File: config.mk
export PLATFORM = sky130hd
export DESIGN_NAME = seg_scan_capture
export DESIGN_NICKNAME = d
export VERILOG_FILES = /design/src/rtl/seg_scan_capture.sv
export SDC_FILE = /design/constraint.sdc
export NUM_CORES = 1
export LEC_CHECK = 0
export ABC_AREA = 0
export CAP_MARGIN = 20
export CORE_MARGIN = 2
export CORE_UTILIZATION = 56
export DETAILED_ROUTE_END_ITERATION = 6
export PLACE_DENSITY = 0.85
export SYNTH_ARGS = -nofsm -noshare
export SYNTH_HDL_FRONTEND = slang
export SYNTH_SLANG_ARGS = --single-unit
File: constraint.sdc
create_clock -name clk -period 1.8 [get_ports clk]
set_input_delay 0.18 -clock clk [delete_from_list [all_inputs] [get_ports clk]]
set_output_delay 0.18 -clock clk [all_outputs]
set_load 0.1 [all_outputs]
File: src/rtl/seg_scan_capture.sv
// Read-back receiver for the multiplexed 7-segment bus: debounces each (AN, SEGMENT)
// dwell, decodes the glyph to a nibble and assembles four digits into a handshaked frame.
module seg_scan_capture #(
    parameter int STABLE_CYCLES = 16
) (
    input  logic        clk,
    input  logic        rst_n,
    input  logic [3:0]  AN,
    input  logic [7:0]  SEGMENT,
    output logic [15:0] frame_value,
    output logic [3:0]  frame_dp,
    output logic [3:0]  frame_err,
    output logic        frame_valid,
    input  logic        frame_ready,
    output logic        overflow,
    output logic [1:0]  state_dbg
);

    localparam logic [1:0] IDLE     = 2'd0;
    localparam logic [1:0] COLLECT  = 2'd1;
    localparam logic [1:0] COMPLETE = 2'd2;

    localparam logic [7:0] STABLE_MAX = 8'(STABLE_CYCLES);
    localparam logic [7:0] ACCEPT_AT  = 8'(STABLE_CYCLES - 1);

    // Handshake: frame_* outputs are valid while frame_valid=1 and hold until a cycle
    // with frame_ready=1; frame_ready is ignored while frame_valid=0.

    logic [3:0]  an_m, an_s;
    logic [7:0]  seg_m, seg_s;
    logic [11:0] prev_sample;
    logic [7:0]  cnt;
    logic        changed;
    logic        sel_ok;
    logic [1:0]  sel_idx;
    logic [6:0]  glyph;
    logic [3:0]  dec_nib;
    logic        dec_err;
    logic        accept;

    logic        wr;
    logic [1:0]  wr_idx;
    logic [3:0]  wr_nib;
    logic        wr_dp;
    logic        wr_err;

    logic [15:0] slot_value;
    logic [3:0]  slot_dp;
    logic [3:0]  slot_err;
    logic [3:0]  seen;
    logic [3:0]  seen_next;
    logic [1:0]  state;

    assign state_dbg = state;

    always_ff @(posedge clk or negedge rst_n) begin
        if (!rst_n) begin
            an_m  <= 4'd0;
            an_s  <= 4'd0;
            seg_m <= 8'd0;
            seg_s <= 8'd0;
        end else begin
            an_m  <= AN;
            an_s  <= an_m;
            seg_m <= SEGMENT;
            seg_s <= seg_m;
        end
    end

    assign changed = ({an_s, seg_s} != prev_sample);

    // Saturating at STABLE_MAX guarantees the counter passes ACCEPT_AT once per dwell.
    always_ff @(posedge clk or negedge rst_n) begin
        if (!rst_n) begin
            prev_sample <= 12'd0;
            cnt         <= 8'd0;
        end else begin
            prev_sample <= {an_s, seg_s};
            if (changed)
                cnt <= 8'd0;
            else if (cnt != STABLE_MAX)
                cnt <= cnt + 8'd1;
        end
    end

    always_comb begin
        sel_ok  = 1'b1;
        sel_idx = 2'd0;
        case (an_s)
            4'b1110: sel_idx = 2'd0;
            4'b1101: sel_idx = 2'd1;
            4'b1011: sel_idx = 2'd2;
            4'b0111: sel_idx = 2'd3;
            default: sel_ok  = 1'b0;
        endcase
    end

    assign glyph = ~seg_s[6:0];

    always_comb begin
        dec_err = 1'b0;
        dec_nib = 4'h0;
        case (glyph)
            7'h3F: dec_nib = 4'h0;
            7'h06: dec_nib = 4'h1;
            7'h5B: dec_nib = 4'h2;
            7'h4F: dec_nib = 4'h3;
            7'h66: dec_nib = 4'h4;
            7'h6D: dec_nib = 4'h5;
            7'h7D: dec_nib = 4'h6;
            7'h07: dec_nib = 4'h7;
            7'h7F: dec_nib = 4'h8;
            7'h6F: dec_nib = 4'h9;
            7'h77: dec_nib = 4'hA;
            7'h7C: dec_nib = 4'hB;
            7'h39: dec_nib = 4'hC;
            7'h5E: dec_nib = 4'hD;
            7'h79: dec_nib = 4'hE;
            7'h71: dec_nib = 4'hF;
            default: dec_err = 1'b1;
        endcase
    end

    assign accept = !changed && (cnt == ACCEPT_AT) && sel_ok;

    always_ff @(posedge clk or negedge rst_n) begin
        if (!rst_n) begin
            wr     <= 1'b0;
            wr_idx <= 2'd0;
            wr_nib <= 4'd0;
            wr_dp  <= 1'b0;
            wr_err <= 1'b0;
        end else begin
            wr     <= accept;
            wr_idx <= sel_idx;
            wr_nib <= dec_nib;
            wr_dp  <= ~seg_s[7];
            wr_err <= dec_err;
        end
    end

    // A write landing in the COMPLETE cycle starts the next frame rather than being lost.
    always_comb begin
        seen_next = (state == COMPLETE) ? 4'b0000 : seen;
        if (wr)
            seen_next[wr_idx] = 1'b1;
    end

    always_ff @(posedge clk or negedge rst_n) begin
        if (!rst_n) begin
            slot_value <= 16'd0;
            slot_dp    <= 4'd0;
            slot_err   <= 4'd0;
            seen       <= 4'd0;
            state      <= IDLE;
        end else begin
            if (wr) begin
                slot_value[{wr_idx, 2'b00} +: 4] <= wr_nib;
                slot_dp[wr_idx]                  <= wr_dp;
                slot_err[wr_idx]                 <= wr_err;
            end
            seen <= seen_next;
            if (seen_next == 4'b1111)
                state <= COMPLETE;
            else if (seen_next == 4'b0000)
                state <= IDLE;
            else
                state <= COLLECT;
        end
    end

    always_ff @(posedge clk or negedge rst_n) begin
        if (!rst_n) begin
            frame_value <= 16'd0;
            frame_dp    <= 4'd0;
            frame_err   <= 4'd0;
            frame_valid <= 1'b0;
            overflow    <= 1'b0;
        end else begin
            if (state == COMPLETE) begin
                if (!frame_valid || frame_ready) begin
                    frame_value <= slot_value;
                    frame_dp    <= slot_dp;
                    frame_err   <= slot_err;
                    frame_valid <= 1'b1;
                end else begin
                    overflow    <= 1'b1;
                end
            end else if (frame_valid && frame_ready) begin
                frame_valid <= 1'b0;
            end
        end
    end

endmodule

==> results of run 1 <==
## state kept, by name, summed over array words and instances, names as in the netlist, 8 cells and up
register	cells
prev_sample	12
seg_m	8
cnt	8
slot_value	16
seg_s	8
frame_value	16
## cell families (layout without fill, tap and decap cells)
kind of cell             count (synthesis)  after routing  share of synthesized area
XOR/XNOR                                20             20                     0.0404
AO/OA/AOI/OAI                           44             44                     0.0680
adder cells (fa/ha/maj)                  8              8                     0.0231
flip-flops                             109            109                      0.628
multiplexers                            33             33                     0.0853
buffers and inverters                   27             84                     0.0323
AND/OR/NAND/NOR                         97             97                      0.123
## layout make-up
class	instances	area, µm²
Clock buffer	10	138
Clock inverter	6	76.3
Fill cell	567	2530
Inverter	13	48.8
Multi-Input combinational cell	202	1470
Sequential cell	109	2730
Tap cell	102	128
Timing Repair Buffer	55	485
## stage by stage
stage / instances / cell area, µm² / total power [W]
2_1_floorplan: 338 / 4340 / 0.00268
3_3_place_gp: 480 / 4860 / 0.00279
3_5_place_dp: 480 / 4860 / 0.00280
4_1_cts: 497 / 5080 / 0.00434
5_1_grt: 497 / 5080 / 0.00447
6_report: 497 / 5080 / 0.00431
## worst paths after layout
kind / cells past startpoint / slack (ns) / endpoint / startpoint
hold reg to reg: 0 / 0.36 / seg_s[7]$_DFF_PN0_ / seg_m[7]$_DFF_PN0_
setup reg to reg: 4 / 0.16 / wr_err$_DFF_PN0_ / seg_s[3]$_DFF_PN0_
hold / removal: 2 / 0.19 / frame_valid$_DFFE_PN0P_ / rst_n
setup / recovery: 4 / 0.16 / wr_err$_DFF_PN0_ / seg_s[3]$_DFF_PN0_
max in group asynchronous: 3 / 1.08 / seg_m[1]$_DFF_PN0_ / rst_n
min in group clk: 1 / 0.24 / seg_m[3]$_DFF_PN0_ / SEGMENT[3]
## timing repair
item                                    in CTS  in global routing
hold endpoints to repair                   109                  0
endpoints found under the setup margin       0                  1
hold buffers                                 1                  0
## worst max-delay path, delay by kind of cell, from the launching register on
family / cells / cell delay, ns
compound gates: 2 / 0.28
flops: 1 / 0.55
simple gates: 2 / 0.72
## power breakdown
part	leakage (nW)	switching, W	internal, W
logic	0.868	0.000114	0.0000897
clock network	0.110	0.000848	0.000709
registers	1.43	0.0000509	0.00250
## metal layers
layer  vias to the layer above  GRT usage  wire length (µm)  part of all wire
met5                         -          0                 0                 0
met1                      1368      0.247              3200              0.43
li1                       1262          -                 -                 -
met4                         0     0.0746               127             0.017
met3                        11     0.0501               284             0.038
met2                        60      0.331              3840              0.52
## synth_stat cells, drive strengths merged (2+ instances only)
| cell type | n |
|---|---|
| nand3b | 2 |
| clkbuf | 4 |
| a31oi | 3 |
| nand2b | 8 |
| nor2b | 2 |
| xor2 | 17 |
| a22oi | 2 |
| a21oi | 3 |
| buf | 10 |
| dfrtp | 109 |
| ha | 8 |
| a211oi | 2 |
| a2111oi | 2 |
| xnor2 | 3 |
| nor4 | 4 |
| nor3 | 4 |
| a21boi | 3 |
| nand4 | 2 |
| nor2 | 12 |
| nand3 | 13 |
| nor4bb | 2 |
| and3 | 4 |
| nor4b | 2 |
| mux2 | 32 |
| nand2 | 34 |
| inv | 13 |
| nor3b | 2 |
| o21ai | 19 |
==> flow_metrics.env, run 1 <==
export IMPL_grt_antenna_before_repair=0
export IMPL_synth_async_sr_flop_share=1.00
export IMPL_synth_top_area_share=0.628
export IMPL_critPathCaptureType="flop"
export IMPL_timing_critical_path_required_ns=2.06
export IMPL_worst_endpoint_arrival_ns=1.90
export IMPL_areaGrowthSynthToFinish_pct=17.0
export IMPL_synth_top_flop_cell="sky130_fd_sc_hd__dfrtp_1"
export IMPL_clock_latency_ns=0.38
export IMPL_worstSetupStartpointType="flop"
export IMPL_tightest_slew_ns=0.537
export IMPL_final_nets=413
export IMPL_finClkSkew_ns=0.0125
export IMPL_hp_class="in2async"
export IMPL_yosys_warnings=0
export IMPL_numClockSinks=109
export IMPL_synthesis_instances=338
export IMPL_cpPeakStageDelay_ns=0.57
export IMPL_drive_gt1_frac=0.253
export IMPL_vias_in_the_first_global_route=2780
export IMPL_clkTransAtPathRegs_ns=0.11
export IMPL_cts_setup_buffers=0
export IMPL_start_util=0.571
export IMPL_cap_viol_max_count=0
export IMPL_critical_path_class="reg2reg"
export IMPL_die_y_extent_um=92.0
export IMPL_core_rowCount=32
export IMPL_crit_fanout=14
export IMPL_drcViolationCount=0
export IMPL_fin_tns_setup_ns=0
export IMPL_fin_util=0.668
export IMPL_final_hold_viol_count=0
export IMPL_setup_slack_ns=0.157
export IMPL_post_synth_instance_area_mm2=0.00434
export IMPL_outcome="finished, final reports clean"
export IMPL_post_cts_resize_count=0
export IMPL_synthesis_nets=361
export IMPL_rsz0062_at_grt="false"
export IMPL_ctsRootBufferMaster="sky130_fd_sc_hd__clkbuf_8"
export IMPL_cts_buffer_depth=2
export IMPL_dpl_worst_slack_ns=0.116
export IMPL_grt_max_degree=41
export IMPL_synth_seq_area_share=0.628
export IMPL_count_of_nets_left_with_antenna_violations_after_detail_routing=0
export IMPL_finalWorstPathRequiredPeriod_ns=1.64
export IMPL_ios=43
export IMPL_cts_tree="built"
export IMPL_final_common_cell="sky130_fd_sc_hd__dfrtp_1"
export IMPL_via_count=2701
export IMPL_globalRouteOverflowTotal=0
export IMPL_viasPerCell=5.43
export IMPL_cts_htree_levels=3
export IMPL_antenna_cells=0
export IMPL_detail_route_first_pass_iterations=4
export IMPL_synth_edf_count=0
export IMPL_grt_first_pass_wirelength_mm=13.0
export IMPL_initialDrtViolationCount=96
export IMPL_total_die_area_mm2=0.00847
export IMPL_cts_inserted_buffers=9
export IMPL_hold_worst_slack_ns=0.191
export IMPL_power_density_cell_area_mw_per_mm2=848
export IMPL_port_buffers=42
export IMPL_crit_path_cell_trace="or4b_1 > a211oi_1 > a21oi_1 > nor3b_1"
export IMPL_power_leakage_nw=2.40
export IMPL_synth_area_top_cells="sky130_fd_sc_hd__dfrtp_1 (63%), sky130_fd_sc_hd__mux2_2 (8.3%), sky130_fd_sc_hd__xor2_1 (3.4%)"
export IMPL_routed_wirelength_mm=7.45
export IMPL_mean_instance_size_in_the_synthesized_netlist_um2=12.8
export IMPL_irDropWorstVdd_uv=621
export IMPL_slew_violations=0
export IMPL_gp_congestion=0.917
export IMPL_achievable_frequency_ghz=0.609
export IMPL_die_width_um=92.0
export IMPL_final_cell_mix="sky130_fd_sc_hd__dfrtp_1 (106), sky130_fd_sc_hd__buf_4 (38), sky130_fd_sc_hd__nand2_1 (34)"
export IMPL_global_route_usage_total=0.197
export IMPL_dp_final_hpwl_mm=5.24
export IMPL_share_of_the_clock_period_used_by_the_worst_path=0.913
export IMPL_max_slew_margin=0.639
export IMPL_ys_seq_elements=109
export IMPL_yosysUniqueCellTypes=52
export IMPL_setup_violating_endpoint_count_in_the_final_report=0
export IMPL_wl_per_cell_um=15.0
export IMPL_placeableCoreArea_mm2=0.00761
export IMPL_critPathSlowestCell="sky130_fd_sc_hd__or4b_1"
export IMPL_biggest_area_consumer_among_synthesized_cells="sky130_fd_sc_hd__dfrtp_1"
(Power assumes the default switching activity.)
==> run 2, diff against run 1 <==
--- a/config.mk
+++ b/config.mk
@@ -8,9 +8,10 @@
 export ABC_AREA = 0
 export CAP_MARGIN = 20
 export CORE_MARGIN = 2
-export CORE_UTILIZATION = 56
+export CORE_UTILIZATION = 60
 export DETAILED_ROUTE_END_ITERATION = 6
-export PLACE_DENSITY = 0.85
+export DONT_BUFFER_PORTS = 1
+export PLACE_DENSITY = 0.76
 export SYNTH_ARGS = -nofsm -noshare
 export SYNTH_HDL_FRONTEND = slang
 export SYNTH_SLANG_ARGS = --single-unit
==> flow_metrics.env, run 2 (synthesis gave the netlist of run 1 again) <==
export IMPL_outcome="finished with violations"
export IMPL_setup_violating_endpoint_count_in_the_final_report=0
export IMPL_crit_family="simple AND/OR/NAND/NOR gates"
export IMPL_wl_per_cell_um=14.3
export IMPL_dp_cells=458
export IMPL_ios=43
export IMPL_cts_htree_levels=3
export IMPL_cts_tree="built"
export IMPL_critical_path_class="reg2reg"
export IMPL_cts_inserted_buffers=9
export IMPL_worstSetupStartpointType="flop"
export IMPL_areaGrowthSynthToFinish_pct=14.3
export IMPL_start_util=0.608
export IMPL_final_common_cell="sky130_fd_sc_hd__dfrtp_1"
export IMPL_worst_path_buf_inv=0
export IMPL_cts_setup_buffers=0
export IMPL_globalRouteOverflowTotal=0
export IMPL_drive_gt1_frac=0.248
export IMPL_placeableCoreArea_mm2=0.00714
export IMPL_max_slew_margin=0.666
export IMPL_power_leakage_nw=2.34
export IMPL_finalWorstPathRequiredPeriod_ns=1.65
export IMPL_tightest_slew_ns=0.501
export IMPL_die_y_extent_um=89.1
export IMPL_crit_path_cell_trace="xor2_1 > nor4_2 > nand3_2 > nor4_2"
export IMPL_gp_congestion=0.807
export IMPL_critical_path_origin="seg_s[3]$_DFF_PN0_"
export IMPL_power_density_cell_area_mw_per_mm2=826
export IMPL_ctsRootBufferMaster="sky130_fd_sc_hd__clkbuf_8"
export IMPL_finClkSkew_ns=0.00516
export IMPL_global_route_usage_total=0.200
export IMPL_dp_final_hpwl_mm=4.72
export IMPL_largestRegisters="frame_value x16, slot_value x16, prev_sample x12"
export IMPL_worst_endpoint_arrival_ns=1.92
export IMPL_initialDrtViolationCount=131
export IMPL_cts_hold_buf=12
export IMPL_port_buffers=0
export IMPL_antenna_cells=0
export IMPL_final_hold_viol_count=109
export IMPL_clkTransAtPathRegs_ns=0.09
export IMPL_achievable_frequency_ghz=0.607
export IMPL_count_of_nets_left_with_antenna_violations_after_detail_routing=0
export IMPL_final_nets=405
export IMPL_critPathSlowestCell="sky130_fd_sc_hd__dfrtp_1"
export IMPL_slew_violations=0
export IMPL_hp_class="in2async"
export IMPL_cpPeakStageDelay_ns=0.49
export IMPL_cap_viol_max_count=0
export IMPL_worst_path_most_repeated_cell="sky130_fd_sc_hd__nor4_2"
export IMPL_vias_in_the_first_global_route=2600
export IMPL_core_rowCount=31
export IMPL_detail_route_first_pass_iterations=4
export IMPL_clock_latency_ns=0.36
export IMPL_crit_fanout=9
export IMPL_grt_max_degree=110
export IMPL_failed_checks="negative hold slack"
export IMPL_fin_tns_setup_ns=0
export IMPL_die_width_um=89.1
export IMPL_via_count=2657
export IMPL_reg2reg_from="seg_s[3]$_DFF_PN0_"
export IMPL_grt_antenna_before_repair=0
export IMPL_finalNonFillerCells=486
export IMPL_irDropWorstVdd_uv=667
export IMPL_drcViolationCount=0
export IMPL_cts_buffer_depth=2
export IMPL_timing_critical_path_required_ns=2.07
export IMPL_total_die_area_mm2=0.00793
export IMPL_critPathCaptureType="flop"
export IMPL_numClockSinks=109
export IMPL_share_of_the_clock_period_used_by_the_worst_path=0.915
export IMPL_hold_worst_slack_ns=-0.501
export IMPL_rsz0062_at_grt="false"
export IMPL_grt_first_pass_wirelength_mm=12.0
export IMPL_routed_wirelength_mm=6.96
export IMPL_viasPerCell=5.47
export IMPL_final_cell_mix="sky130_fd_sc_hd__dfrtp_1 (104), sky130_fd_sc_hd__buf_4 (35), sky130_fd_sc_hd__nand2_1 (34)"
[run 2: changes by cell type in the layout (fill, tap and decap cells not counted), moves of 2 or more]
cell,previous run,this run
sky130_fd_sc_hd__clkdlybuf4s50_1,13,0
sky130_fd_sc_hd__dlygate4sd3_1,1,12
sky130_fd_sc_hd__buf_12,3,0
sky130_fd_sc_hd__buf_4,38,35
sky130_fd_sc_hd__inv_6,3,0
sky130_fd_sc_hd__clkinv_2,0,2
sky130_fd_sc_hd__clkinvlp_4,0,2
sky130_fd_sc_hd__dfrtp_1,106,104
sky130_fd_sc_hd__dfrtp_2,3,5
[run 2: final cells by class]
class | count | area, µm²
Fill cell | 528 | 2180
Timing Repair Buffer | 47 | 383
Clock buffer | 10 | 128
Inverter | 13 | 48.8
Sequential cell | 109 | 2730
Clock inverter | 6 | 63.8
Multi-Input combinational cell | 202 | 1480
Tap cell | 99 | 124
[run 2: final timing paths]
path | depth (start not counted) | endpoint | slack [ns]
worst max-delay path | 4 | wr$_DFF_PN0_ | 0.15
worst max register to register | 4 | wr$_DFF_PN0_ | 0.15
max in group asynchronous | 0 | seg_s[2]$_DFF_PN0_ | 2.17
worst min register to register | 0 | seg_s[0]$_DFF_PN0_ | 0.35
worst min-delay path | 0 | frame_err[3]$_DFFE_PN0P_ | -0.50
min in group clk | 2 | frame_valid$_DFFE_PN0P_ | 0.03
[run 2: per-stage QoR]
stage / setup WS, ns / cell area (µm²) / utilization / power, W
after global placement: 0.202 / 4640 / 0.650 / 0.00270
after floorplan: 0.112 / 4340 / - / 0.00268
after global routing: 0.00286 / 4960 / 0.695 / 0.00427
after detailed placement: 0.119 / 4640 / 0.650 / 0.00271
after CTS: 0.0965 / 4950 / 0.694 / 0.00414
final: 0.154 / 4960 / 0.695 / 0.00410
[run 2: repair_timing]
action / 4_1_cts / 5_1_grt
gates resized for setup: 0 / 3
setup endpoints to repair: 0 / 3
endpoints found under the hold margin: 121 / 109
[run 2: power by group]
part	internal (W)	switching [W]	total, W
Sequential	0.00250	0.0000537	0.00255
Combinational	0.0000686	0.0000653	0.000134
Clock	0.000641	0.000773	0.00141
Total	0.00321	0.000892	0.00410
[run 2: metal layers]
| layer | up-vias | global-route usage | wire [µm] |
|---|---|---|---|
| li1 | 1256 | - | - |
| met3 | 19 | 0.0332 | 224 |
| met1 | 1326 | 0.270 | 3110 |
| met2 | 56 | 0.315 | 3430 |
| met4 | 0 | 0.107 | 197 |
| met5 | - | 0 | 0 |
